--- src/rtl/load_store_unit.sv ---
// Load/store unit between the MIPS I core and a word-wide data memory.
// Sizes and aligns byte/half/word accesses, with read-modify-write for SB/SH.
module load_store_unit #(
    parameter bit BIG_ENDIAN = 1'b0
) (
    input  logic        clk,
    input  logic        rst_n,
    input  logic        req_i,
    input  logic [5:0]  opcode_i,
    input  logic [31:0] addr_i,
    input  logic [31:0] wdata_i,
    output logic        stall_o,
    output logic        done_o,
    output logic [31:0] rdata_o,
    output logic        addr_err_o,
    output logic        mem_rd_en_o,
    output logic        mem_wr_en_o,
    output logic [31:0] mem_addr_o,
    output logic [31:0] mem_wr_data_o,
    input  logic [31:0] mem_rd_data_i
);

    localparam logic [5:0] OP_LB  = 6'h20;
    localparam logic [5:0] OP_LH  = 6'h21;
    localparam logic [5:0] OP_LW  = 6'h23;
    localparam logic [5:0] OP_LBU = 6'h24;
    localparam logic [5:0] OP_LHU = 6'h25;
    localparam logic [5:0] OP_SB  = 6'h28;
    localparam logic [5:0] OP_SH  = 6'h29;
    localparam logic [5:0] OP_SW  = 6'h2B;

    localparam logic [2:0] S_IDLE  = 3'd0;
    localparam logic [2:0] S_RD    = 3'd1;
    localparam logic [2:0] S_RDATA = 3'd2;
    localparam logic [2:0] S_WR1   = 3'd3;
    localparam logic [2:0] S_WR2   = 3'd4;
    localparam logic [2:0] S_DONE  = 3'd5;

    logic [2:0]  state_q, state_d;
    logic [31:0] addr_q, addr_d;
    logic [5:0]  op_q, op_d;
    logic [31:0] wdata_q, wdata_d;
    logic [31:0] rdata_q, rdata_d;
    logic        err_q, err_d;

    logic in_half, in_word, in_valid, in_misal;
    logic [1:0]  byte_lane;
    logic        half_lane;
    logic [4:0]  sh_b, sh_h;
    logic [31:0] rd_b, rd_h;
    logic [7:0]  ld_byte;
    logic [15:0] ld_half;
    logic [31:0] ld_val, merged;

    assign in_half = (opcode_i == OP_LH) || (opcode_i == OP_LHU) ||
                     (opcode_i == OP_SH);
    assign in_word = (opcode_i == OP_LW) || (opcode_i == OP_SW);
    assign in_valid = in_half || in_word || (opcode_i == OP_LB) ||
                      (opcode_i == OP_LBU) || (opcode_i == OP_SB);
    assign in_misal = (in_half && addr_i[0]) ||
                      (in_word && (addr_i[1:0] != 2'b00));

    // Bit position of the addressed lane within the memory word
    assign byte_lane = BIG_ENDIAN ? ~addr_q[1:0] : addr_q[1:0];
    assign half_lane = BIG_ENDIAN ? ~addr_q[1] : addr_q[1];
    assign sh_b = {byte_lane, 3'b000};
    assign sh_h = {half_lane, 4'b0000};

    assign rd_b = mem_rd_data_i >> sh_b;
    assign rd_h = mem_rd_data_i >> sh_h;
    assign ld_byte = rd_b[7:0];
    assign ld_half = rd_h[15:0];

    always_comb begin
        ld_val = '0;
        merged = mem_rd_data_i;
        unique case (op_q)
            OP_LB:   ld_val = {{24{ld_byte[7]}}, ld_byte};
            OP_LBU:  ld_val = {24'h0, ld_byte};
            OP_LH:   ld_val = {{16{ld_half[15]}}, ld_half};
            OP_LHU:  ld_val = {16'h0, ld_half};
            OP_LW:   ld_val = mem_rd_data_i;
            OP_SB:   merged = (mem_rd_data_i & ~(32'h0000_00FF << sh_b)) |
                              ({24'h0, wdata_q[7:0]} << sh_b);
            OP_SH:   merged = (mem_rd_data_i & ~(32'h0000_FFFF << sh_h)) |
                              ({16'h0, wdata_q[15:0]} << sh_h);
            default: ld_val = '0;
        endcase
    end

    always_comb begin
        state_d = state_q;
        addr_d  = addr_q;
        op_d    = op_q;
        wdata_d = wdata_q;
        rdata_d = rdata_q;
        err_d   = err_q;
        unique case (state_q)
            S_IDLE: begin
                if (req_i) begin
                    addr_d  = addr_i;
                    op_d    = opcode_i;
                    wdata_d = wdata_i;
                    rdata_d = '0;
                    err_d   = 1'b0;
                    if (!in_valid) begin
                        state_d = S_DONE;
                    end else if (in_misal) begin
                        err_d   = 1'b1;
                        state_d = S_DONE;
                    end else if (opcode_i == OP_SW) begin
                        state_d = S_WR1;
                    end else begin
                        state_d = S_RD;
                    end
                end
            end
            S_RD:    state_d = S_RDATA;
            S_RDATA: begin
                if ((op_q == OP_SB) || (op_q == OP_SH)) begin
                    wdata_d = merged;
                    state_d = S_WR1;
                end else begin
                    rdata_d = ld_val;
                    state_d = S_DONE;
                end
            end
            S_WR1:   state_d = S_WR2;
            S_WR2:   state_d = S_DONE;
            S_DONE:  state_d = S_IDLE;
            default: state_d = S_IDLE;
        endcase
    end

    always_ff @(posedge clk or negedge rst_n) begin
        if (!rst_n) begin
            state_q <= S_IDLE;
            addr_q  <= '0;
            op_q    <= '0;
            wdata_q <= '0;
            rdata_q <= '0;
            err_q   <= 1'b0;
        end else begin
            state_q <= state_d;
            addr_q  <= addr_d;
            op_q    <= op_d;
            wdata_q <= wdata_d;
            rdata_q <= rdata_d;
            err_q   <= err_d;
        end
    end

    // Write enable decoded from state so a reset in WR1 drops it at once
    assign mem_wr_en_o   = (state_q == S_WR1);
    assign mem_rd_en_o   = ~mem_wr_en_o;
    assign mem_addr_o    = {2'b00, addr_q[31:2]};
    assign mem_wr_data_o = wdata_q;

    assign done_o     = (state_q == S_DONE);
    assign rdata_o    = rdata_q;
    assign addr_err_o = err_q;
    assign stall_o    = (state_q != S_DONE) &&
                        (req_i || (state_q != S_IDLE));

endmodule

--- config.mk ---
export PLATFORM = sky130hd
export DESIGN_NAME = load_store_unit
export DESIGN_NICKNAME = d
export VERILOG_FILES = /design/src/rtl/load_store_unit.sv
export SDC_FILE = /design/constraint.sdc
export NUM_CORES = 1
export LEC_CHECK = 0
export CAP_MARGIN = 5
export CORE_ASPECT_RATIO = 0.6
export CORE_MARGIN = 2
export CORE_UTILIZATION = 49
export CTS_CLUSTER_DIAMETER = 80
export DETAILED_ROUTE_END_ITERATION = 8
export GPL_ROUTABILITY_DRIVEN = 0
export PLACE_DENSITY_LB_ADDON = 0.25
export SETUP_SLACK_MARGIN = 0.05
export SKIP_LAST_GASP = 1
export SLEW_MARGIN = 10
export SYNTH_ARGS = -nofsm -noshare
export SYNTH_HDL_FRONTEND = slang
export SYNTH_SLANG_ARGS = --single-unit
--- constraint.sdc ---
create_clock -name clk -period 6.1 [get_ports clk]
set_clock_uncertainty 0.2 [all_clocks]
set_input_delay 0.61 -clock clk [delete_from_list [all_inputs] [get_ports clk]]
set_output_delay 0.61 -clock clk [all_outputs]
set_load 0.1 [all_outputs]
## Yosys cells after proc, flatten, opt, wreduce, memory -nomap -nowiden

Cells that the tools add are included.

| operators by class | value |
|---|---|
| equal/unequal tests | 24 |
| shift-type cells | 6 |
| mux-type cells | 16 |
| bitwise logic cells | 7 |
| reduce and logical (&&, ||, !) cells | 20 |

Operators by type and width:

| kind | number |
|---|---|
| case mux 32 bit (2 select lines) | 3 |
| case mux 32 bit (5 select lines) | 1 |
| two-way mux 32 bit | 4 |
| == test 6 bit, second input constant | 15 |
| bitwise AND 32 bit | 2 |
| inverter 32 bit | 2 |
| OR 32 bit | 2 |
| left shift 16 x 5 -> 32 bit | 1 |
| left shift 16 x 5 -> 32 bit, first input constant | 1 |
| left shift 8 x 5 -> 32 bit | 1 |
| left shift 8 x 5 -> 32 bit, first input constant | 1 |
| right shift 32 x 5 -> 16 bit | 1 |
| right shift 32 x 5 -> 8 bit | 1 |
| case mux 3 bit (5 select lines) | 1 |
| two-way mux 3 bit | 4 |
| logical OR 1 bit | 10 |
| == test 3 x 2 -> 1 bit, second input constant | 2 |
| == test 3 bit, second input constant | 2 |
| != test 2 bit, second input constant | 3 |
| AND reduction 3 bit | 2 |
| nonzero test 2 bit | 2 |
| == test 3 x 1 -> 1 bit, second input constant | 1 |
| logical AND 1 bit | 3 |
| logical NOT 3 bit | 1 |
| 6 further kinds | 7 |

| storage, ports and cells | value |
|---|---|
| register bits after elaboration | 106 |
| input bits | 105 |
| output and inout bits | 101 |

## Longest topological paths before layout

| logic depth | value |
|---|---|
| depth after elaboration | 10 |
| depth in mapped cells | 8 |
| depth with buffers taken out | 5 |

## Worst setup path after synthesis

No wires, ideal clock.

| timing | value |
|---|---|
| path type | register -> output |
| start | register state_q[0] |
| end | output port done_o |
| data arrival time | 1,811 ps |
| path slack | 3,479 ps |
| stages on the path, launching flop included | 4 |
| path buffers | 1 |
| path through | dfrtp_1 -> buf_2 -> nand2_1 -> nor2_1 |

| between the ends | value |
|---|---|
| cells in the longest elaborated chain, start to end | 1 |

Ends and longest elaborated chain:

| item | line | RTL |
|---|---|---|
| start: declaration | 39 | `logic [2:0] state_q, state_d;` |
| start signal: assignment | 144 | `state_q <= state_d;` |
| == test 3 bit | 159 | `assign done_o = (state_q == S_DONE);` |
| end: declaration | 13 | `output logic done_o,` |

Every way passes these cells.

## Worst setup path after layout

| timing | value |
|---|---|
| start | input port req_i |
| end | register wdata_q[5], in the netlist mem_wr_data_o[5] |

| between the ends | value |
|---|---|
| cells in the longest elaborated chain, start to end | 2 |

Ends and longest elaborated chain:

| item | line | RTL |
|---|---|---|
| start: declaration | 8 | `input logic req_i,` |
| != test 2 bit (no line) | -- |  |
| AND reduction 3 bit (no line) | -- |  |
| end signal: assignment | 147 | `wdata_q <= wdata_d;` |
| end: declaration | 42 | `logic [31:0] wdata_q, wdata_d;` |

Every way passes these cells.
A chain may end at the register's enable or synchronous reset.

==> key figures <==
Outcome
  – Outcome: complete, no violations

Timing
  – Final setup viols: 0
  – Final worst-path cycle share: 0.557
  – RSZ-0062 raised after global routing: false
  – Rel. slew slack: 0.182
  – Peak Freq: ~0.29 GHz
  – Min Tclk post-route: about 3.4 ns
  – Post-route setup TNS: 0 ns
  – Slew Limit Fails: 0
  – Fin. Hold Viols: 0
  – Worst Tran Pin Value: between 1 and 1.5 ns

Power and ir drop
  – IR drop worst, VDD: between 200 and 250 uV
  – Sw Ratio: 0.584
  – Switching Power: a little under 3000 uW
  – Combinational Power Share: 0.631
  – Flop pwr share: 0.245
  – Int Pwr: around 2100 uW
  – PwrDens: around 630 nW/um^2
  – Leak: between 0.003 and 0.004 uW
  – Clock Power Share: 0.124
  – Design Power: 5040 uW

Die
  – Die height: a little under 90 um
  – Die area: ~13000 um^2
  – Die width: 144 um
  – Core Rows: 30
  – I/O Pins: between 200 and 250
  – Initial Util: 0.508
  – Area of the core: 11400 um^2

Cells and area
  – NumNets Final: around 890
  – Layout area overhead: 37.1%
  – Most frequent cells in the layout: clkdlybuf4s50_1 (202), nand2_1 (149), dfrtp_1 (106)
  – Fillers: approximately 860
  – Fin cells: roughly 950
  – Commonest non-fill, non-tap cell in the layout: clkdlybuf4s50_1
  – Multi-input logic area: around 2700 um^2
  – Post-layout util: 0.696
  – Register area: ~2700 um^2
  – Layout cells sized above 1: 0.0573
  – Design area: 7940 um^2

Clock network
  – Post-cts gate resize count: 0
  – CTS sink count: ~110
  – CTS root buf: clkbuf_16
  – Clock Latency Late Sink: around 0.35 ns
  – Bufs on Longest Clock Path: 2
  – # Post-CTS Setup Buffers: 0
  – CTS tree: yes
  – Num CTS Buffers: 9
  – Hold buffers post-CTS: 0
  – Clock-pin slew on the worst setup and hold paths: ~0.070 ns
  – CTS HTree Levels: 3

Flow run
  – Max Cap Violations: 0

Worst hold path
  – Hold Crit Class: primary input to async pin

Global routing
  – First-pass GRT wire length: approximately 30000 um
  – Initial antenna violation count: 1
  – Total global routing overflow: 0
  – Number of global-route vias before repair: 5324
  – Pin count of the biggest net entering global routing: 67
  – GRT Util Overall: 0.310

Critical path
  – Slowest stage delay, CP: between 0.8 and 0.9 ns
  – Critical path's slowest cell: nand3_2
  – WP data arrival: 3.46 ns
  – Startpoint Class: primary input
  – WP data required: between 6 and 7 ns
  – CP Max Fanout: a little under 50
  – Crit-path leading delay family: simple AND/OR/NAND/NOR gates
  – Cells along the critical path: clkdlybuf4s50_1 > nand3_2 > and2_1 > nor2_2 > a2bb2oi_1
  – CP Capture Type: flip-flop
  – Crit path buf inv count: 1
  – Crit path kind: primary input to flip-flop

Placed design
  – Port bufs: 203
  – Post-DP HPWL: between 10000 and 15000 um
  – Placed instance area: approximately 7600 um^2
  – Cell Count Post-Placement: just over 900

Synthesis
  – Sequential fraction of the synthesis area: 0.458
  – Yosys warnings: 0
  – Seq cells post-synth: between 100 and 150
  – Mapped Area: slightly below 6000 um^2
  – Post-Syn Instances: 638
  – Synth cell types: between 50 and 60
  – Syn avg cell area: 9.08 um^2

Routing
  – DR iter-0 viols: between 700 and 800
  – Routed len/inst: roughly 21 um
  – Vias per inst: 5.91
  – Detailed Routing Iterations Pass 1: 7
  – DRC Markers: 0
  – Vias: approximately 5600
  – Final wirelength: between 15000 and 20000 um
  – Post-route antenna net violation count: 0
-- Yosys cell counts, drive strengths merged --
cell type  count  area (um^2)
a32oi          1         8.76
and2           1         6.26
nor2          28          108
a221o          1         10.0
a21o           1         7.51
buf           54          362
a22oi          6         45.0
dfrtp        106         2650
mux2i         17          170
nand3         22          123
o2bb2ai       24          210
o21ai         26          130
mux4           6          135
nor3           3         15.0
o22ai         12         75.1
nor4           2         18.8
clkbuf        25         93.8
mux2           2         22.5
nor2b          1         6.26
a31oi          2         12.5
nor4b          3         47.5
o221ai        15          131
or2            1         6.26
a2bb2oi        8         70.1
o21a           1         7.51
a21boi         1         7.51
o31ai          3         22.5
o211ai         9         67.6
nand2        149          559
and3          11         68.8
a211oi         3         27.5
a21oi         66          334
nand3b         1         7.51
nor3b          4         46.3
or3            1         6.26
nand2b         5         31.3
and2b          1         7.51
inv            4         15.0
a311o          6         60.1
a221oi         2         23.8
conb           1         3.75
nand4b         1         8.76
o2111ai        1         8.76
nand4          1         12.5
-- power by group through the flow --
| stage | combinational (uW) | clock [uW] | sequential [uW] |
|---|---|---|---|
| floorplan | 1730 | 0 | 2010 |
| global placement | 3110 | 0 | 1220 |
| detailed placement | 3160 | 0 | 1230 |
| CTS | 3170 | 626 | 1220 |
| global route | 3310 | 659 | 1260 |
| finish | 3180 | 623 | 1230 |
-- worst register-to-register path, stage by stage (launching register included) --
cell and delay, ns:
dfrtp_1 0.51, nor2_1 0.24, nand3_2 0.83, and2_1 0.79
nor2_2 0.45, a2bb2oi_1 0.20
-- area by class of cell --
class                           count  area share
Inverter                            4     0.00189
Clock inverter                      5      0.0101
Sequential cell                   106       0.334
Antenna cell                        1    0.000315
Multi-Input combinational cell    450       0.337
Clock buffer                       10      0.0288
Tap cell                          160      0.0252
Timing Repair Buffer              210       0.262
-- through the flow --
stage	worst slack, ns	hold WS (ns)
after floorplan	3.48	0.114
after global placement	2.54	0.262
after detailed placement	2.41	0.263
after CTS	2.72	0.0593
after global routing	2.48	0.0689
final	2.70	0.0319
-- state kept, by name, indices dropped and copies added (netlist names) --
register and count:
rdata_o 32, op_q 6, addr_err_o 1, addr_q 32
mem_wr_data_o 32, state_q 3
-- final timing paths --
kind | start | slack [ns] | cells after the start | to
worst max-delay path | req_i | 2.70 | 5 | mem_wr_data_o[5]
worst min-delay path | rst_n | 0.03 | 1 | rdata_o[10]
worst max register to register | state_q[2] | 2.79 | 5 | mem_wr_data_o[5]
worst min register to register | addr_q[21] | 0.28 | 2 | addr_q[21]
max in group asynchronous | rst_n | 4.43 | 2 | mem_wr_data_o[27]
min in group clk | addr_q[21] | 0.28 | 2 | addr_q[21]
-- cells by family (layout without fill, tap and decap cells) --
group           count (synthesis)  in the layout  share of synthesized area
simple gates                  235            235                      0.186
other cells                     1              3                   0.000647
flops                         106            106                      0.458
buf+inv                        83            229                     0.0812
compound gates                188            188                      0.217
mux                            25             25                     0.0566
-- routing by layer --
metal  share of wire  track usage  up-vias
met5               0            0        -
met4           0.010       0.0644        0
met3            0.12       0.0866       29
met2            0.44        0.459      342
met1            0.42        0.459     2672
li1                -            -     2550
(Power assumes the default switching activity.)
